[config.mk]
export PLATFORM = sky130hd
export DESIGN_NAME = march_cmd_gen
export DESIGN_NICKNAME = d
export VERILOG_FILES = /design/src/rtl/march_pkg.sv /design/src/rtl/march_addr_cnt.sv /design/src/rtl/march_cmd_gen.sv
export SDC_FILE = /design/constraint.sdc
export NUM_CORES = 1
export LEC_CHECK = 0
export BUFFER_PORTS_ARGS = -buffer_cell sky130_fd_sc_hd__buf_2
export CAP_MARGIN = 20
export CORE_ASPECT_RATIO = 0.75
export CORE_MARGIN = 1.5
export CORE_UTILIZATION = 55
export CTS_BUF_LIST = sky130_fd_sc_hd__clkbuf_16
export DETAILED_ROUTE_END_ITERATION = 16
export PLACE_DENSITY = 0.75
export SETUP_SLACK_MARGIN = 0.5
export SKIP_CTS_REPAIR_TIMING = 1
export SYNTH_ARGS = -nofsm -noshare
export SYNTH_HDL_FRONTEND = slang
export SYNTH_SLANG_ARGS = --single-unit
export TNS_END_PERCENT = 30
[constraint.sdc]
create_clock -name core_clk -period 7.5 [get_ports core_clk]
set_input_delay 0 -clock core_clk [delete_from_list [all_inputs] [get_ports core_clk]]
set_output_delay 0 -clock core_clk [all_outputs]
set_load 0.02 [all_outputs]
[src/rtl/march_pkg.sv]
// Shared definitions for the March C- command generator: command modes,
// element op table, FSM state type and the command word packer.
package march_pkg;

  localparam logic [6:0] WR_MODE   = 7'h02;
  localparam logic [6:0] RD_MODE   = 7'h03;
  localparam int         NUM_ELEMS = 6;
  localparam logic [2:0] LAST_ELEM = 3'd5;

  typedef enum logic [1:0] {
    ST_IDLE  = 2'd0,
    ST_ISSUE = 2'd1,
    ST_GAP   = 2'd2,
    ST_FIN   = 2'd3
  } state_t;

  // Per-element description: number of ops (1 or 2), walk direction,
  // per-op read flag and per-op data polarity (1 = inverted background).
  // Bit [0] of rd/inv describes the first op, bit [1] the second op.
  typedef struct packed {
    logic [1:0] n_ops;
    logic       down;
    logic [1:0] rd;
    logic [1:0] inv;
  } elem_cfg_t;

  // March C- op table: M0 w0 | M1 r0 w1 | M2 r1 w0 | M3 r0 w1 | M4 r1 w0 | M5 r0
  function automatic elem_cfg_t elem_cfg(input logic [2:0] e);
    elem_cfg_t c;
    case (e)
      3'd0:    c = '{n_ops: 2'd1, down: 1'b0, rd: 2'b00, inv: 2'b00};
      3'd1:    c = '{n_ops: 2'd2, down: 1'b0, rd: 2'b01, inv: 2'b10};
      3'd2:    c = '{n_ops: 2'd2, down: 1'b0, rd: 2'b01, inv: 2'b01};
      3'd3:    c = '{n_ops: 2'd2, down: 1'b1, rd: 2'b01, inv: 2'b10};
      3'd4:    c = '{n_ops: 2'd2, down: 1'b1, rd: 2'b01, inv: 2'b01};
      3'd5:    c = '{n_ops: 2'd1, down: 1'b0, rd: 2'b01, inv: 2'b00};
      default: c = '{n_ops: 2'd0, down: 1'b0, rd: 2'b00, inv: 2'b00};
    endcase
    return c;
  endfunction

  // Command word {flag, mode, addr, data}; writes never carry the flag.
  function automatic logic [31:0] make_cmd(input logic        rd,
                                           input logic        flag,
                                           input logic [15:0] addr,
                                           input logic [7:0]  data);
    logic [31:0] w;
    if (rd) begin
      w = {flag, RD_MODE, addr, data};
    end else begin
      w = {1'b0, WR_MODE, addr, data};
    end
    return w;
  endfunction

endpackage

[src/rtl/march_addr_cnt.sv]
// Loadable up/down 16-bit address counter. 'last' marks the final address
// of the current walk direction (ADDR_MAX going up, 0 going down), so the
// element end is found by compare rather than by wrap-around.
module march_addr_cnt #(
  parameter logic [15:0] ADDR_MAX = 16'hFFFF
) (
  input  logic        clk,
  input  logic        rst,
  input  logic        clr,
  input  logic        load,
  input  logic [15:0] load_val,
  input  logic        step,
  input  logic        down,
  output logic [15:0] addr,
  output logic        last
);

  // Address register: clear has priority over load, load over step.
  always_ff @(posedge clk or posedge rst) begin
    if (rst) begin
      addr <= 16'd0;
    end else if (clr) begin
      addr <= 16'd0;
    end else if (load) begin
      addr <= load_val;
    end else if (step) begin
      addr <= down ? (addr - 16'd1) : (addr + 16'd1);
    end else begin
      addr <= addr;
    end
  end

  // End-of-walk flag for the current direction.
  always_comb begin
    last = 1'b0;
    if (down) begin
      last = (addr == 16'd0);
    end else begin
      last = (addr == ADDR_MAX);
    end
  end

endmodule

[src/rtl/march_cmd_gen.sv]
// March C- command generator: walks six March elements over 0..ADDR_MAX and
// emits one registered write/read command per issue slot, with GAP idle
// cycles after each command.
module march_cmd_gen
  import march_pkg::*;
#(
  parameter logic [15:0] ADDR_MAX = 16'hFFFF,
  parameter int          GAP      = 0
) (
  input  logic        core_clk,
  input  logic        rst,
  input  logic        start,
  input  logic        abort,
  input  logic [7:0]  pattern,
  input  logic        inv_en,
  output logic [31:0] dut_data,
  output logic        dut_valid,
  output logic        busy,
  output logic        done,
  output logic [2:0]  elem_idx
);

  localparam logic [3:0] GAP_LAST = (GAP > 0) ? 4'(GAP - 1) : 4'd0;

  state_t      state_r, state_n;
  logic [2:0]  elem_r, elem_n;
  logic        op_r, op_n;
  logic [3:0]  gap_cnt_r, gap_cnt_n;
  logic        last_r, last_n;
  logic [7:0]  pat_r;
  logic        inv_r;
  logic        accept;

  logic        cnt_clr, cnt_load, cnt_step;
  logic [15:0] addr;
  logic        addr_last;

  elem_cfg_t   cfg, next_cfg;
  logic        op_last, cmd_last, cur_rd;
  logic [7:0]  cur_data;
  logic [31:0] cmd_word;

  logic        valid_n, done_n, busy_n;
  logic [31:0] data_n;
  logic [2:0]  elem_idx_n;

  march_addr_cnt #(.ADDR_MAX(ADDR_MAX)) u_addr_cnt (
    .clk      (core_clk),
    .rst      (rst),
    .clr      (cnt_clr),
    .load     (cnt_load),
    .load_val (next_cfg.down ? ADDR_MAX : 16'd0),
    .step     (cnt_step),
    .down     (cfg.down),
    .addr     (addr),
    .last     (addr_last)
  );

  // Decode of the op currently pointed at by element/op/address.
  always_comb begin
    cfg      = elem_cfg(elem_r);
    next_cfg = elem_cfg(elem_r + 3'd1);
    op_last  = ({1'b0, op_r} == (cfg.n_ops - 2'd1));
    cmd_last = op_last && addr_last && (elem_r == LAST_ELEM);
    cur_rd   = cfg.rd[op_r];
    cur_data = cfg.inv[op_r] ? ~pat_r : pat_r;
    cmd_word = make_cmd(cur_rd, inv_r, addr, cur_data);
  end

  // Next-state, sequencing and next-output logic.
  always_comb begin
    state_n    = state_r;
    elem_n     = elem_r;
    op_n       = op_r;
    gap_cnt_n  = gap_cnt_r;
    last_n     = last_r;
    accept     = 1'b0;
    cnt_clr    = 1'b0;
    cnt_load   = 1'b0;
    cnt_step   = 1'b0;
    valid_n    = 1'b0;
    data_n     = 32'd0;
    done_n     = 1'b0;
    busy_n     = 1'b0;
    elem_idx_n = elem_idx;

    if ((state_r != ST_IDLE) && abort) begin
      // Abort: drop everything, no done, no further commands.
      state_n    = ST_IDLE;
      elem_n     = 3'd0;
      op_n       = 1'b0;
      gap_cnt_n  = 4'd0;
      last_n     = 1'b0;
      cnt_clr    = 1'b1;
      elem_idx_n = 3'd0;
    end else begin
      case (state_r)
        ST_IDLE: begin
          if (start && !abort) begin
            state_n    = ST_ISSUE;
            accept     = 1'b1;
            elem_n     = 3'd0;
            op_n       = 1'b0;
            last_n     = 1'b0;
            cnt_clr    = 1'b1;
            elem_idx_n = 3'd0;
          end else begin
            state_n = ST_IDLE;
          end
        end
        ST_ISSUE: begin
          valid_n    = 1'b1;
          data_n     = cmd_word;
          busy_n     = 1'b1;
          elem_idx_n = elem_r;
          last_n     = cmd_last;
          gap_cnt_n  = 4'd0;
          if (!op_last) begin
            op_n = 1'b1;
          end else begin
            op_n = 1'b0;
            if (cmd_last) begin
              cnt_clr = 1'b1;
              elem_n  = 3'd0;
            end else if (addr_last) begin
              cnt_load = 1'b1;
              elem_n   = elem_r + 3'd1;
            end else begin
              cnt_step = 1'b1;
            end
          end
          if (GAP > 0) begin
            state_n = ST_GAP;
          end else if (cmd_last) begin
            state_n = ST_FIN;
          end else begin
            state_n = ST_ISSUE;
          end
        end
        ST_GAP: begin
          busy_n = 1'b1;
          if (gap_cnt_r == GAP_LAST) begin
            gap_cnt_n = 4'd0;
            state_n   = last_r ? ST_FIN : ST_ISSUE;
          end else begin
            gap_cnt_n = gap_cnt_r + 4'd1;
          end
        end
        ST_FIN: begin
          busy_n  = 1'b1;
          done_n  = 1'b1;
          state_n = ST_IDLE;
        end
        default: begin
          state_n = ST_IDLE;
        end
      endcase
    end
  end

  // Control state registers and run-time latches of pattern/inv_en.
  always_ff @(posedge core_clk or posedge rst) begin
    if (rst) begin
      state_r   <= ST_IDLE;
      elem_r    <= 3'd0;
      op_r      <= 1'b0;
      gap_cnt_r <= 4'd0;
      last_r    <= 1'b0;
      pat_r     <= 8'd0;
      inv_r     <= 1'b0;
    end else begin
      state_r   <= state_n;
      elem_r    <= elem_n;
      op_r      <= op_n;
      gap_cnt_r <= gap_cnt_n;
      last_r    <= last_n;
      if (accept) begin
        pat_r <= pattern;
        inv_r <= inv_en;
      end else begin
        pat_r <= pat_r;
        inv_r <= inv_r;
      end
    end
  end

  // Registered outputs.
  always_ff @(posedge core_clk or posedge rst) begin
    if (rst) begin
      dut_data  <= 32'd0;
      dut_valid <= 1'b0;
      busy      <= 1'b0;
      done      <= 1'b0;
      elem_idx  <= 3'd0;
    end else begin
      dut_data  <= data_n;
      dut_valid <= valid_n;
      busy      <= busy_n;
      done      <= done_n;
      elem_idx  <= elem_idx_n;
    end
  end

endmodule

==> results.txt <==
Measured along the y axis, the die boundary spans 75.2 µm. The power density over the cells is 206 nW/µm². The residual antenna-violating net count after detailed routing is 0. The number of iterations in the first detailed-routing pass is 5. The row count came out at 26.

The worst clock skew came out at 7.72 ps. The global-route total usage across every layer is 0.242. The count of input and output buffers is between 40 and 50. For the final routed database, the setup TNS stands at 0 ps. The antenna diode instance count came out at 0. The area of the mapped netlist came out at around 3800 µm². The tool flagged a number of max-cap violations equal to 0.

The most common cell in the synthesized netlist is dfrtp_1. Walking the worst path, the cells encountered are inv_1 -> ha_1 -> mux2_2 -> inv_1 -> fa_1 -> nor2b_1 -> o31a_1 -> o21ai_1 -> a221oi_1 -> mux2_2 -> o31ai_1 -> nand2_1. The I/O pin count is 51. Setup repair after global routing left no endpoint under its margin. The total power came out at 0.929 mW.

Wires add up to 8760 µm. Sorting the synthesized cells by area gives the leading types as dfrtp_1 44%, ha_1 8.8%, nand2_1 4.3%. The endpoint arrival time on the critical path is around 3700 ps. The final number of setup-violating endpoints is 0.

The number of enable-type register cells in the synthesized netlist is 0. Headroom to the max-slew limit came out at 0.377. Ranked by instance count, the synthesized netlist is headed by 68 x dfrtp_1, 44 x nand2_1, 33 x nor2_1. The fraction of layout instances using a drive strength above 1 came out at 0.188. The remaining routing DRC violations is 0.

Routability-driven placement finished with a final weighted congestion of just over 0.9. From synthesis to final layout, the design area changed by 17.9%. The critical setup path kind is register to register. The clock insertion delay at the later pin of the skew report came out at around 330 ps. The post-detailed-placement cell area is 4100 µm². The total clock buffers created by CTS came out at 9. The DRC violation total after the first TritonRoute iteration is 179. The HPWL after detailed placement is between 6000 and 7000 µm. The portion of the clock cycle consumed by the worst path in the final layout is 0.467. The die is 99.3 µm wide.

The register bit count reported by yosys came out at 68. The largest area contributor in the synthesized netlist is dfrtp_1. The first global-routing pass estimated 13,900 µm of wire. The worst setup path is captured at a register.

The average detailed-routed wire length per instance came out at 16.5 µm. The clock passes through at most 2 buffers. The floorplan step defined a core boundary enclosing 6770 µm². The initial utilization of the core area, before any placement, comes to 0.566. The clock sink count is 68. The number of distinct library cell variants in the gate-level netlist after synthesis is 57.

The via count of the first global-routing pass is between 2,000 and 3,000. The fraction of post-synthesis cell area in the top cell type by area came out at 0.445. The portion of the post-synthesis area used by sequential elements is 0.445.

STA classifies the critical path startpoint as a register. The final reports fail on hold timing. Entering global routing, the biggest net connects 69 pins. The net count of the finished layout is 483.

For this design, the slowest cell found on the critical path is mux2_2. Of all nets on the critical path, the largest fanout is 21. In the synthesized netlist the async set-or-reset flop fraction comes to 1.00.

The maximum operating frequency came out at roughly 0.29 GHz. The number of levels the H-tree was split into came out at 3. The setup slack after placement is 4070 ps. The dominant delay contributor by cell family on the critical path is multiplexers. In this design, the stage delay of the slowest critical-path cell is 490 ps. The total vias in the final route is between 3,000 and 4,000. The tree is rooted in a clkbuf_16. The leakage dissipation is 2.35 nW. The worst IR drop on VDD is 0.000150 V. The clock input transition at the sequential cells of the worst setup and hold paths came out at 60 ps.

The required time reported for the critical path endpoint is 7710 ps. The number of hold violations in the final report is 68. The number of pins with negative max-slew slack in the final report came out at 0. In the routed layout, each cell is associated on average with a via count of 5.88. The worst hold path belongs to the class input pin to async pin. Yosys printed 0 warnings.

The number of buffers and inverters on the critical path is 2. The remaining global-route overflow is 0. The cell count after synthesis is 390.

The measured slew at the worst slew-check pin is 931 ps. The non-filler instance count after layout came out at 531. A synthesized cell averages 9.81 µm². The layout has 535 filler cells.

The post-placement cell count is 505. In the synthesized netlist the dominant register cell turns out to be dfrtp_1. The worst-case hold slack came out at -90.3 ps. The initial antenna violation count is 0. The floorplan die area is approximately 7500 µm². The run finished, with violations left. The worst setup slack after layout is 4000 ps. TritonCTS built the clock tree. The final instance area came out at 4510 µm².

The smallest clock period supported by the final layout is computed as 3500 ps.
==> power by group <==
group | switching, mW | internal [mW] | total (mW)
combinational | 0.0508 | 0.0346 | 0.0854
sequential | 0.0128 | 0.384 | 0.397
clock | 0.158 | 0.289 | 0.447
==> layout by cell type (no fill, tap or decap), types with 3 or more instances in the layout <==
cell type,Yosys,routed
a211oi_1,3,3
a21o_1,8,8
a21oi_1,14,14
a22o_1,6,6
and2_1,3,3
and3_1,13,13
buf_2,4,45
clkbuf_16,0,9
conb_1,1,5
dfrtp_1,68,68
dlygate4sd3_1,0,10
ha_1,27,27
inv_1,14,14
mux2_2,14,14
mux2i_1,4,4
nand2_1,44,44
nand2b_1,4,4
nand3_1,8,8
nand4_1,5,5
nor2_1,33,33
nor3_1,8,8
nor4_1,7,7
o211ai_1,3,3
o21a_1,4,4
o21ai_0,12,12
o21ai_1,11,11
o31ai_1,5,5
xnor2_1,13,13
xor2_1,3,3
==> per-stage QoR <==
stage / util / hold WS [ps]
6_report: 0.667 / -90.3
2_1_floorplan: - / 89.1
3_3_place_gp: 0.605 / 230
3_5_place_dp: 0.605 / 237
4_1_cts: 0.652 / -110
5_1_grt: 0.667 / 17.4
==> final cells by class <==
type                    instances  area (µm²)  area share
clock buffers                   9         225      0.0499
clock inverters                 7        92.6      0.0205
inverters                      15        56.3      0.0125
multi-input cells             291        1990       0.442
flip-flops and latches         68        1700       0.377
well taps                      84         105      0.0233
repair buffers                 57         340      0.0754
==> per-layer routing <==
layer | track usage | wire length (µm)
met5 | 0 | 0
met4 | 0.0923 | 144
met3 | 0.0585 | 527
met2 | 0.384 | 4060
met1 | 0.328 | 4020
==> state kept, by name (all words and copies together) (netlist names) <==
signal and cells:
u_addr_cnt.addr 16, pat_r 8, op_r 1, elem_idx 3, dut_data 27, elem_r 3
busy 1, done 1, last_r 1, state_r 2, inv_r 1, gap_cnt_r 4
==> worst reg2reg max path, cell delays in order, from the launching register on <==
cell and delay, ps:
dfrtp_1 420, inv_1 170, ha_1 310, mux2_2 490, inv_1 120, fa_1 410, nor2b_1 160, o31a_1 180
o21ai_1 110, a221oi_1 370, mux2_2 380, o31ai_1 190, nand2_1 80
==> worst paths after layout <==
check | from | cells past startpoint | slack [ps] | endpoint
worst max-delay path | elem_r[0] | 12 | 4000 | u_addr_cnt.addr[12]
worst min-delay path | rst | 3 | -90 | pat_r[6]
worst max register to register | elem_r[0] | 12 | 4000 | u_addr_cnt.addr[12]
worst min register to register | elem_idx[2] | 2 | 470 | elem_idx[2]
max in group asynchronous | rst | 3 | 7040 | u_addr_cnt.addr[14]
min in group core_clk | start | 3 | 420 | state_r[0]
==> cells by family after synthesis <==
group                    count (synthesis)  synth area share
AO/OA/AOI/OAI                           88             0.159
XOR/XNOR                                16            0.0366
adder cells (fa/ha/maj)                 28            0.0935
buffers and inverters                   35            0.0425
flip-flops                              68             0.445
multiplexers                            18            0.0517
other                                    1          0.000980
AND/OR/NAND/NOR                        136             0.172
Power figures use the tool's default switching activity.
